===== config.mk =====
export PLATFORM = sky130hd
export DESIGN_NAME = mips_multicycle_ctrl_flat
export DESIGN_NICKNAME = d
export VERILOG_FILES = /design/src/rtl/mips_multicycle_ctrl_if.sv /design/src/rtl/mips_multicycle_ctrl.sv /design/src/flat_wrapper.sv
export SDC_FILE = /design/constraint.sdc
export NUM_CORES = 1
export LEC_CHECK = 0
export CORE_MARGIN = 3
export CORE_UTILIZATION = 42
export DETAILED_ROUTE_END_ITERATION = 10
export GPL_TIMING_DRIVEN = 0
export PLACE_DENSITY = 0.89
export SYNTH_ARGS = -nofsm -noshare
export SYNTH_HDL_FRONTEND = slang
export SYNTH_SLANG_ARGS = --single-unit
export TNS_END_PERCENT = 5

===== constraint.sdc =====
create_clock -name clk -period 1.7 [get_ports clk]
set_input_delay 0.255 -clock clk [delete_from_list [all_inputs] [get_ports clk]]
set_output_delay 0.255 -clock clk [all_outputs]
set_load 0.02 [all_outputs]

===== src/rtl/mips_multicycle_ctrl_if.sv =====
// Control bus between the multicycle MIPS controller and its datapath.
// The master side (controller) takes instruction fields and the zero flag, and drives every select and enable.
interface mips_multicycle_ctrl_if;
  logic [5:0] op;
  logic [5:0] funct;
  logic       zero;
  logic       iord;
  logic       mem_write;
  logic       ir_write;
  logic       reg_dst;
  logic       mem_to_reg;
  logic       reg_write;
  logic       alu_src_a;
  logic [1:0] alu_src_b;
  logic [1:0] pc_src;
  logic       pc_en;
  logic [2:0] alu_control;
  logic [3:0] state;

  modport master (
    input  op, funct, zero,
    output iord, mem_write, ir_write, reg_dst, mem_to_reg, reg_write,
           alu_src_a, alu_src_b, pc_src, pc_en, alu_control, state
  );

  modport slave (
    output op, funct, zero,
    input  iord, mem_write, ir_write, reg_dst, mem_to_reg, reg_write,
           alu_src_a, alu_src_b, pc_src, pc_en, alu_control, state
  );
endinterface


===== src/rtl/mips_multicycle_ctrl.sv =====
// Main control FSM of the multicycle MIPS datapath (lw, sw, R-type, beq, addi, j).
// Per-state controls are registered alongside the state; only funct-driven ALU op, zero-driven pc_en and reset gating are combinational.
module mips_multicycle_ctrl (
  input logic                    clk,
  input logic                    reset,
  mips_multicycle_ctrl_if.master bus
);

  localparam int unsigned OP_W   = 6;
  localparam int unsigned ALU_W  = 3;
  localparam int unsigned SEL_W  = 2;
  localparam int unsigned STATE_W = 4;

  localparam logic [OP_W-1:0] OP_LW    = 6'b100011;
  localparam logic [OP_W-1:0] OP_SW    = 6'b101011;
  localparam logic [OP_W-1:0] OP_RTYPE = 6'b000000;
  localparam logic [OP_W-1:0] OP_BEQ   = 6'b000100;
  localparam logic [OP_W-1:0] OP_ADDI  = 6'b001000;
  localparam logic [OP_W-1:0] OP_J     = 6'b000010;

  localparam logic [OP_W-1:0] FN_ADD = 6'b100000;
  localparam logic [OP_W-1:0] FN_SUB = 6'b100010;
  localparam logic [OP_W-1:0] FN_AND = 6'b100100;
  localparam logic [OP_W-1:0] FN_OR  = 6'b100101;
  localparam logic [OP_W-1:0] FN_SLT = 6'b101010;

  localparam logic [ALU_W-1:0] ALU_ADD = 3'b010;
  localparam logic [ALU_W-1:0] ALU_SUB = 3'b110;
  localparam logic [ALU_W-1:0] ALU_AND = 3'b000;
  localparam logic [ALU_W-1:0] ALU_OR  = 3'b001;
  localparam logic [ALU_W-1:0] ALU_SLT = 3'b111;

  localparam logic [SEL_W-1:0] SRCB_REG  = 2'b00;
  localparam logic [SEL_W-1:0] SRCB_FOUR = 2'b01;
  localparam logic [SEL_W-1:0] SRCB_IMM  = 2'b10;
  localparam logic [SEL_W-1:0] SRCB_IMM4 = 2'b11;

  localparam logic [SEL_W-1:0] PCSRC_ALU    = 2'b00;
  localparam logic [SEL_W-1:0] PCSRC_ALUOUT = 2'b01;
  localparam logic [SEL_W-1:0] PCSRC_JUMP   = 2'b10;

  typedef enum logic [STATE_W-1:0] {
    S_FETCH    = 4'd0,
    S_DECODE   = 4'd1,
    S_MEMADR   = 4'd2,
    S_MEMREAD  = 4'd3,
    S_MEMWB    = 4'd4,
    S_MEMWRITE = 4'd5,
    S_EXECUTE  = 4'd6,
    S_ALUWB    = 4'd7,
    S_BRANCH   = 4'd8,
    S_ADDIEXEC = 4'd9,
    S_ADDIWB   = 4'd10,
    S_JUMP     = 4'd11
  } state_t;

  typedef struct packed {
    logic             iord;
    logic             mem_write;
    logic             ir_write;
    logic             reg_dst;
    logic             mem_to_reg;
    logic             reg_write;
    logic             alu_src_a;
    logic [SEL_W-1:0] alu_src_b;
    logic [SEL_W-1:0] pc_src;
    logic             pc_write;
    logic             branch;
    logic [ALU_W-1:0] alu_control;
  } ctrl_t;

  state_t           r_state;
  ctrl_t            r_ctrl;
  state_t           w_next;
  logic [ALU_W-1:0] w_alu_exec;

  // Instruction sequencing; unknown opcodes fall back to FETCH and act as a 2-cycle NOP.
  function automatic state_t f_next(input state_t s, input logic [OP_W-1:0] op);
    state_t n;
    n = S_FETCH;
    case (s)
      S_FETCH:    n = S_DECODE;
      S_DECODE: begin
        case (op)
          OP_LW, OP_SW: n = S_MEMADR;
          OP_RTYPE:     n = S_EXECUTE;
          OP_BEQ:       n = S_BRANCH;
          OP_ADDI:      n = S_ADDIEXEC;
          OP_J:         n = S_JUMP;
          default:      n = S_FETCH;
        endcase
      end
      S_MEMADR:   n = (op == OP_SW) ? S_MEMWRITE : S_MEMREAD;
      S_MEMREAD:  n = S_MEMWB;
      S_EXECUTE:  n = S_ALUWB;
      S_ADDIEXEC: n = S_ADDIWB;
      default:    n = S_FETCH;
    endcase
    return n;
  endfunction

  // Moore control word of a state; anything not set stays 0 with the ALU on add.
  function automatic ctrl_t f_decode(input state_t s);
    ctrl_t c;
    c             = '0;
    c.alu_control = ALU_ADD;
    case (s)
      S_FETCH: begin
        c.ir_write  = 1'b1;
        c.pc_write  = 1'b1;
        c.alu_src_b = SRCB_FOUR;
      end
      S_DECODE:   c.alu_src_b = SRCB_IMM4;
      S_MEMADR: begin
        c.alu_src_a = 1'b1;
        c.alu_src_b = SRCB_IMM;
      end
      S_MEMREAD:  c.iord = 1'b1;
      S_MEMWB: begin
        c.reg_write  = 1'b1;
        c.mem_to_reg = 1'b1;
      end
      S_MEMWRITE: begin
        c.iord      = 1'b1;
        c.mem_write = 1'b1;
      end
      S_EXECUTE: begin
        c.alu_src_a = 1'b1;
        c.alu_src_b = SRCB_REG;
      end
      S_ALUWB: begin
        c.reg_dst   = 1'b1;
        c.reg_write = 1'b1;
      end
      S_BRANCH: begin
        c.alu_src_a   = 1'b1;
        c.alu_src_b   = SRCB_REG;
        c.alu_control = ALU_SUB;
        c.pc_src      = PCSRC_ALUOUT;
        c.branch      = 1'b1;
      end
      S_ADDIEXEC: begin
        c.alu_src_a = 1'b1;
        c.alu_src_b = SRCB_IMM;
      end
      S_ADDIWB:   c.reg_write = 1'b1;
      S_JUMP: begin
        c.pc_src   = PCSRC_JUMP;
        c.pc_write = 1'b1;
      end
      default:    c.pc_src = PCSRC_ALU;
    endcase
    return c;
  endfunction

  function automatic logic [ALU_W-1:0] f_funct_alu(input logic [OP_W-1:0] fn);
    logic [ALU_W-1:0] a;
    case (fn)
      FN_ADD:  a = ALU_ADD;
      FN_SUB:  a = ALU_SUB;
      FN_AND:  a = ALU_AND;
      FN_OR:   a = ALU_OR;
      FN_SLT:  a = ALU_SLT;
      default: a = ALU_ADD;
    endcase
    return a;
  endfunction

  assign w_next     = f_next(r_state, bus.op);
  assign w_alu_exec = f_funct_alu(bus.funct);

  // State and its control word advance together, so outputs track the state with no decode delay.
  always_ff @(posedge clk) begin
    if (reset) begin
      r_state <= S_FETCH;
      r_ctrl  <= f_decode(S_FETCH);
    end else begin
      r_state <= w_next;
      r_ctrl  <= f_decode(w_next);
    end
  end

  assign bus.state       = r_state;
  assign bus.iord        = r_ctrl.iord;
  assign bus.reg_dst     = r_ctrl.reg_dst;
  assign bus.mem_to_reg  = r_ctrl.mem_to_reg;
  assign bus.alu_src_a   = r_ctrl.alu_src_a;
  assign bus.alu_src_b   = r_ctrl.alu_src_b;
  assign bus.pc_src      = r_ctrl.pc_src;
  assign bus.alu_control = (r_state == S_EXECUTE) ? w_alu_exec : r_ctrl.alu_control;

  // Reset masks every write so an aborted instruction leaves no side effects.
  assign bus.ir_write    = r_ctrl.ir_write  & ~reset;
  assign bus.reg_write   = r_ctrl.reg_write & ~reset;
  assign bus.mem_write   = r_ctrl.mem_write & ~reset;
  assign bus.pc_en       = (r_ctrl.pc_write | (r_ctrl.branch & bus.zero)) & ~reset;

endmodule


===== src/flat_wrapper.sv =====
// flat-port wrapper written by rule: the top's interface ports become plain ports
module mips_multicycle_ctrl_flat 
  (clk, reset, bus_op, bus_funct, bus_zero, bus_iord, bus_mem_write, bus_ir_write, bus_reg_dst, bus_mem_to_reg, bus_reg_write, bus_alu_src_a, bus_alu_src_b, bus_pc_src, bus_pc_en, bus_alu_control, bus_state);
  mips_multicycle_ctrl_if bus_i ();
  input logic clk;
  input logic reset;
  input wire logic [$bits(bus_i.op)-1:0] bus_op;
  input wire logic [$bits(bus_i.funct)-1:0] bus_funct;
  input wire logic [$bits(bus_i.zero)-1:0] bus_zero;
  output wire logic [$bits(bus_i.iord)-1:0] bus_iord;
  output wire logic [$bits(bus_i.mem_write)-1:0] bus_mem_write;
  output wire logic [$bits(bus_i.ir_write)-1:0] bus_ir_write;
  output wire logic [$bits(bus_i.reg_dst)-1:0] bus_reg_dst;
  output wire logic [$bits(bus_i.mem_to_reg)-1:0] bus_mem_to_reg;
  output wire logic [$bits(bus_i.reg_write)-1:0] bus_reg_write;
  output wire logic [$bits(bus_i.alu_src_a)-1:0] bus_alu_src_a;
  output wire logic [$bits(bus_i.alu_src_b)-1:0] bus_alu_src_b;
  output wire logic [$bits(bus_i.pc_src)-1:0] bus_pc_src;
  output wire logic [$bits(bus_i.pc_en)-1:0] bus_pc_en;
  output wire logic [$bits(bus_i.alu_control)-1:0] bus_alu_control;
  output wire logic [$bits(bus_i.state)-1:0] bus_state;
  assign bus_i.op = bus_op;
  assign bus_i.funct = bus_funct;
  assign bus_i.zero = bus_zero;
  assign bus_iord = bus_i.iord;
  assign bus_mem_write = bus_i.mem_write;
  assign bus_ir_write = bus_i.ir_write;
  assign bus_reg_dst = bus_i.reg_dst;
  assign bus_mem_to_reg = bus_i.mem_to_reg;
  assign bus_reg_write = bus_i.reg_write;
  assign bus_alu_src_a = bus_i.alu_src_a;
  assign bus_alu_src_b = bus_i.alu_src_b;
  assign bus_pc_src = bus_i.pc_src;
  assign bus_pc_en = bus_i.pc_en;
  assign bus_alu_control = bus_i.alu_control;
  assign bus_state = bus_i.state;
  mips_multicycle_ctrl u_core (.clk(clk), .reset(reset), .bus(bus_i));
endmodule

==> metrics.md <==
| Metric | Value |
|---|---|
| Outcome | `finished with violations` |
| Failing checks | `negative setup slack` |
| IO Pins | `34` |
| Xor and xnor area share after synthesis | `2.083%` |
| Via density per instance | `5.450` |
| Die area | `2575 um^2` |
| Port bufs | `33` |
| Crit path DAT | `1.91 ns` |
| Diode count | `0` |
| Row count | `15` |
| Syn Inst Count | `88` |
| Core area | `1802 um^2` |
| LEAKAGE | `0.5544 nW` |
| Post-Layout Inst Area | `1309 um^2` |
| Die height | `50.74 um` |
| Placed Area | `1209 um^2` |
| Pint | `~0.55 mW` |
| Post-synth ARST share | `0%` |
| Avg Inst Size Synth | `9.555 um^2` |
| Reg2reg path depth | `6` |
| Antenna Violating Nets Remaining | `0` |
| Via count | `823` |
| Initial antenna violation count | `0` |
| WL per Instance | `14.64 um` |
| Share of power burned in registers | `between 50% and 60%` |
| Largest net degree at the start of global routing | `11` |
| Clock Power Share | `24.6%` |
| Clock skew | `0.0007462 ns` |
| DRC errors left | `0` |
| Min Clock Period, post-route | `between 1.5 and 2 ns` |
| Flops & latches, synth | `16` |
| Initial Util | `46.67%` |
| Worst reg2reg path endpoint | `u_core.bus.iord` |
| Mux contribution to synthesized area | `0%` |
| Root Buffer | `clkbuf_4` |
| CP Class | `input pin to flip-flop` |
| Post-Synth Simple-Gate Area | `32.89%` |
| Syn-to-layout area delta | `55.66%` |
| Worst-Skew Late Latency | `0.27 ns` |
| Worst min-delay path class | `input pin to flip-flop` |
| CP endpoint | `u_core.bus.iord` |
| Adder-cell share of the synthesized area | `0%` |
| Ys flop type | `dfxtp_1` |
| Combinational share of power | `21.9%` |
| Crit path launch | `bus_op[4]` |
| Clk sink count | `16` |
| Share of cells above drive strength 1 | `29.37%` |
| Sw frac | `between 20% and 30%` |
| Complex-gate fraction of the synthesized area | `19.79%` |
| Switch Pwr | `~0.18 mW` |
| Hold buffer count at CTS | `0` |
| First-pass GRT wire length | `3.387 mm` |
| WP data required | `1.90 ns` |
| Synth Cell Area | `around 840 um^2` |
| Die X | `50.74 um` |
| Synth warnings | `0` |
| CTS tree | `built` |
| Tcrit/Tclk final | `100.3%` |
| Max_slew headroom | `78.07%` |
| Area of the multi-input gates | `around 520 um^2` |
| Total grt overflow | `0` |
| Post-synth cell types | `42` |
| Post-route setup slack | `-0.004843 ns` |
| Largest family of logic cells by synthesized area | `simple AND/OR/NAND/NOR gates` |
| R2R setup slack | `-0.005 ns` |
| H-tree levels | `1` |
| Max reg flops | `5` |
| Max FO, Critical Path | `10` |
| RSZ-0062 raised after global routing | `yes` |
| Register area | `330.3 um^2` |
| CTS Buffer Depth | `2` |
| Endpoint class of the critical path | `flip-flop` |
| Fillers | `136` |
| Power per cell area | `558.7 nW/um^2` |
| Final non-filler cell total | `151` |
| Iteration-0 DRC Markers | `24` |
| Final core occ | `72.64%` |
| Critical Path Source Type | `input pin` |
| Net Count, Synth | `~100` |
| Setup Viol. Count Final | `1` |
| Gpl congestion | `0.8021` |
| Post-DP HPWL | `1.602 mm` |
| WL final | `around 2.2 mm` |
| Final Slew Violations | `0` |
| Sequential fraction of the synthesis area | `a little under two fifths` |
| Layout Nets | `~140` |
| Total Negative Setup Slacks | `-0.004843 ns` |
| Worst slew pin tran | `0.3269 ns` |
| Final hold violations | `0` |
| Initial DRT Pass Iterations | `4` |
| CTS Buf Count | `3` |
| Minimum hold slack | `0.4457 ns` |
| Maximum vdd drop | `approximately 450 uV` |
| Reg with most FFs | `u_core.r_ctrl` |
| Post-synth EDFFs | `0` |
| Total GRT Usage | `16.96%` |
| Max Clock Freq | `a little under 600 MHz` |
| Max-cap violations | `0` |
| Vias in the first global route | `roughly 700` |
| Reg2reg start | `u_core.bus.state[3]` |
| Inst Count DP | `146` |
| CTS clk-pin slew, worst paths | `0.08 ns` |
[kinds of logic after synthesis]
| kind of cell | count (synthesis) |
|---|---|
| XOR/XNOR | 2 |
| AO/OA/AOI/OAI | 19 |
| buffers and inverters | 10 |
| flip-flops | 16 |
| AND/OR/NAND/NOR | 41 |
[metal layers]
metal  global-route usage (%)  wire length (um)  up-vias  part of all wire, %
met5                        0                 0        -                    0
met4                        0                 0        0                    0
met3                    6.231               123        0                  5.6
met2                    31.09              1181       32                   53
met1                    19.89               907      391                   41
li1                         -                 -      400                    -
[Yosys cell counts, types with 2 or more instances]
cell / instances / area [um^2]
nand4b_1: 2 / 17.52
nor2_1: 9 / 33.78
nor3b_1: 2 / 15.01
and4b_1: 2 / 20.02
a31oi_1: 2 / 12.51
buf_4: 4 / 30.03
nor2b_1: 3 / 18.77
and3_2: 2 / 15.01
xor2_1: 2 / 17.52
inv_1: 4 / 15.01
nor3_2: 2 / 20.02
nand3_1: 2 / 10.01
nand2_1: 4 / 15.01
dfxtp_1: 16 / 320.3
a21oi_1: 5 / 25.02
[through the flow]
stage / power, mW / setup slack (ns)
after floorplan: 0.4782 / -0.02896
after global placement: 0.5484 / -0.5668
after detailed placement: 0.5525 / -0.6057
after CTS: 0.7273 / -0.09642
after global routing: 0.7649 / -0.09461
final: 0.7311 / -0.004843
[power by group through the flow]
stage          registers, mW  logic, mW  clock network, mW
3_3_place_gp           0.401      0.147                  0
6_report               0.391      0.160              0.180
4_1_cts                0.392      0.149              0.186
3_5_place_dp           0.401      0.152                  0
5_1_grt                0.392      0.174              0.199
2_1_floorplan          0.404     0.0738                  0
[worst max-delay path: stages]
cell	delay (ns)
clkdlybuf4s50_1	0.50
nor2_2	0.07
and4b_1	0.21
o311a_4	0.33
buf_6	0.14
o31a_1	0.30
nor3_2	0.10
[cell type report]
class                   instances  area share [%]
flip-flops and latches         16           25.24
repair buffers                 35           25.91
well taps                      25           2.390
multi-input cells              62           39.87
plain buffers                   6           3.728
clock buffers                   3           1.721
inverters                       4           1.147
[placed cells by master (no fill, tap or decap), types with 3 or more instances in the layout]
master,n
a21oi_1,5
dlymetal6s2s_1,5
buf_4,7
nor2_1,9
clkdlybuf4s50_1,16
nand2_1,3
clkbuf_4,4
dfxtp_1,12
nor3b_4,3
inv_1,4
nor2b_1,3
dlygate4sd2_1,9
[timing repair]
| action | in CTS | in global routing |
|---|---|---|
| pin swaps | 1 | 4 |
| setup buffers | 0 | 2 |
| resized for setup | 27 | 18 |
| setup endpoints to repair | 14 | 13 |
[how the worst min path moves through the flow]
stage / start / endpoint / slack [ns] / depth (start not counted)
4_1_cts: reset / u_core.bus.state[3] / 0.44 / 2
6_report: reset / u_core.bus.state[3] / 0.45 / 2
3_5_place_dp: u_core.bus.state[3] / u_core.r_ctrl[10] / 0.63 / 2
5_1_grt: reset / u_core.bus.state[3] / 0.47 / 2
2_1_floorplan: reset / u_core.bus.state[3] / 0.33 / 1
3_3_place_gp: u_core.bus.state[3] / u_core.r_ctrl[10] / 0.61 / 2
Note: power is estimated with default switching activity, not from simulation.
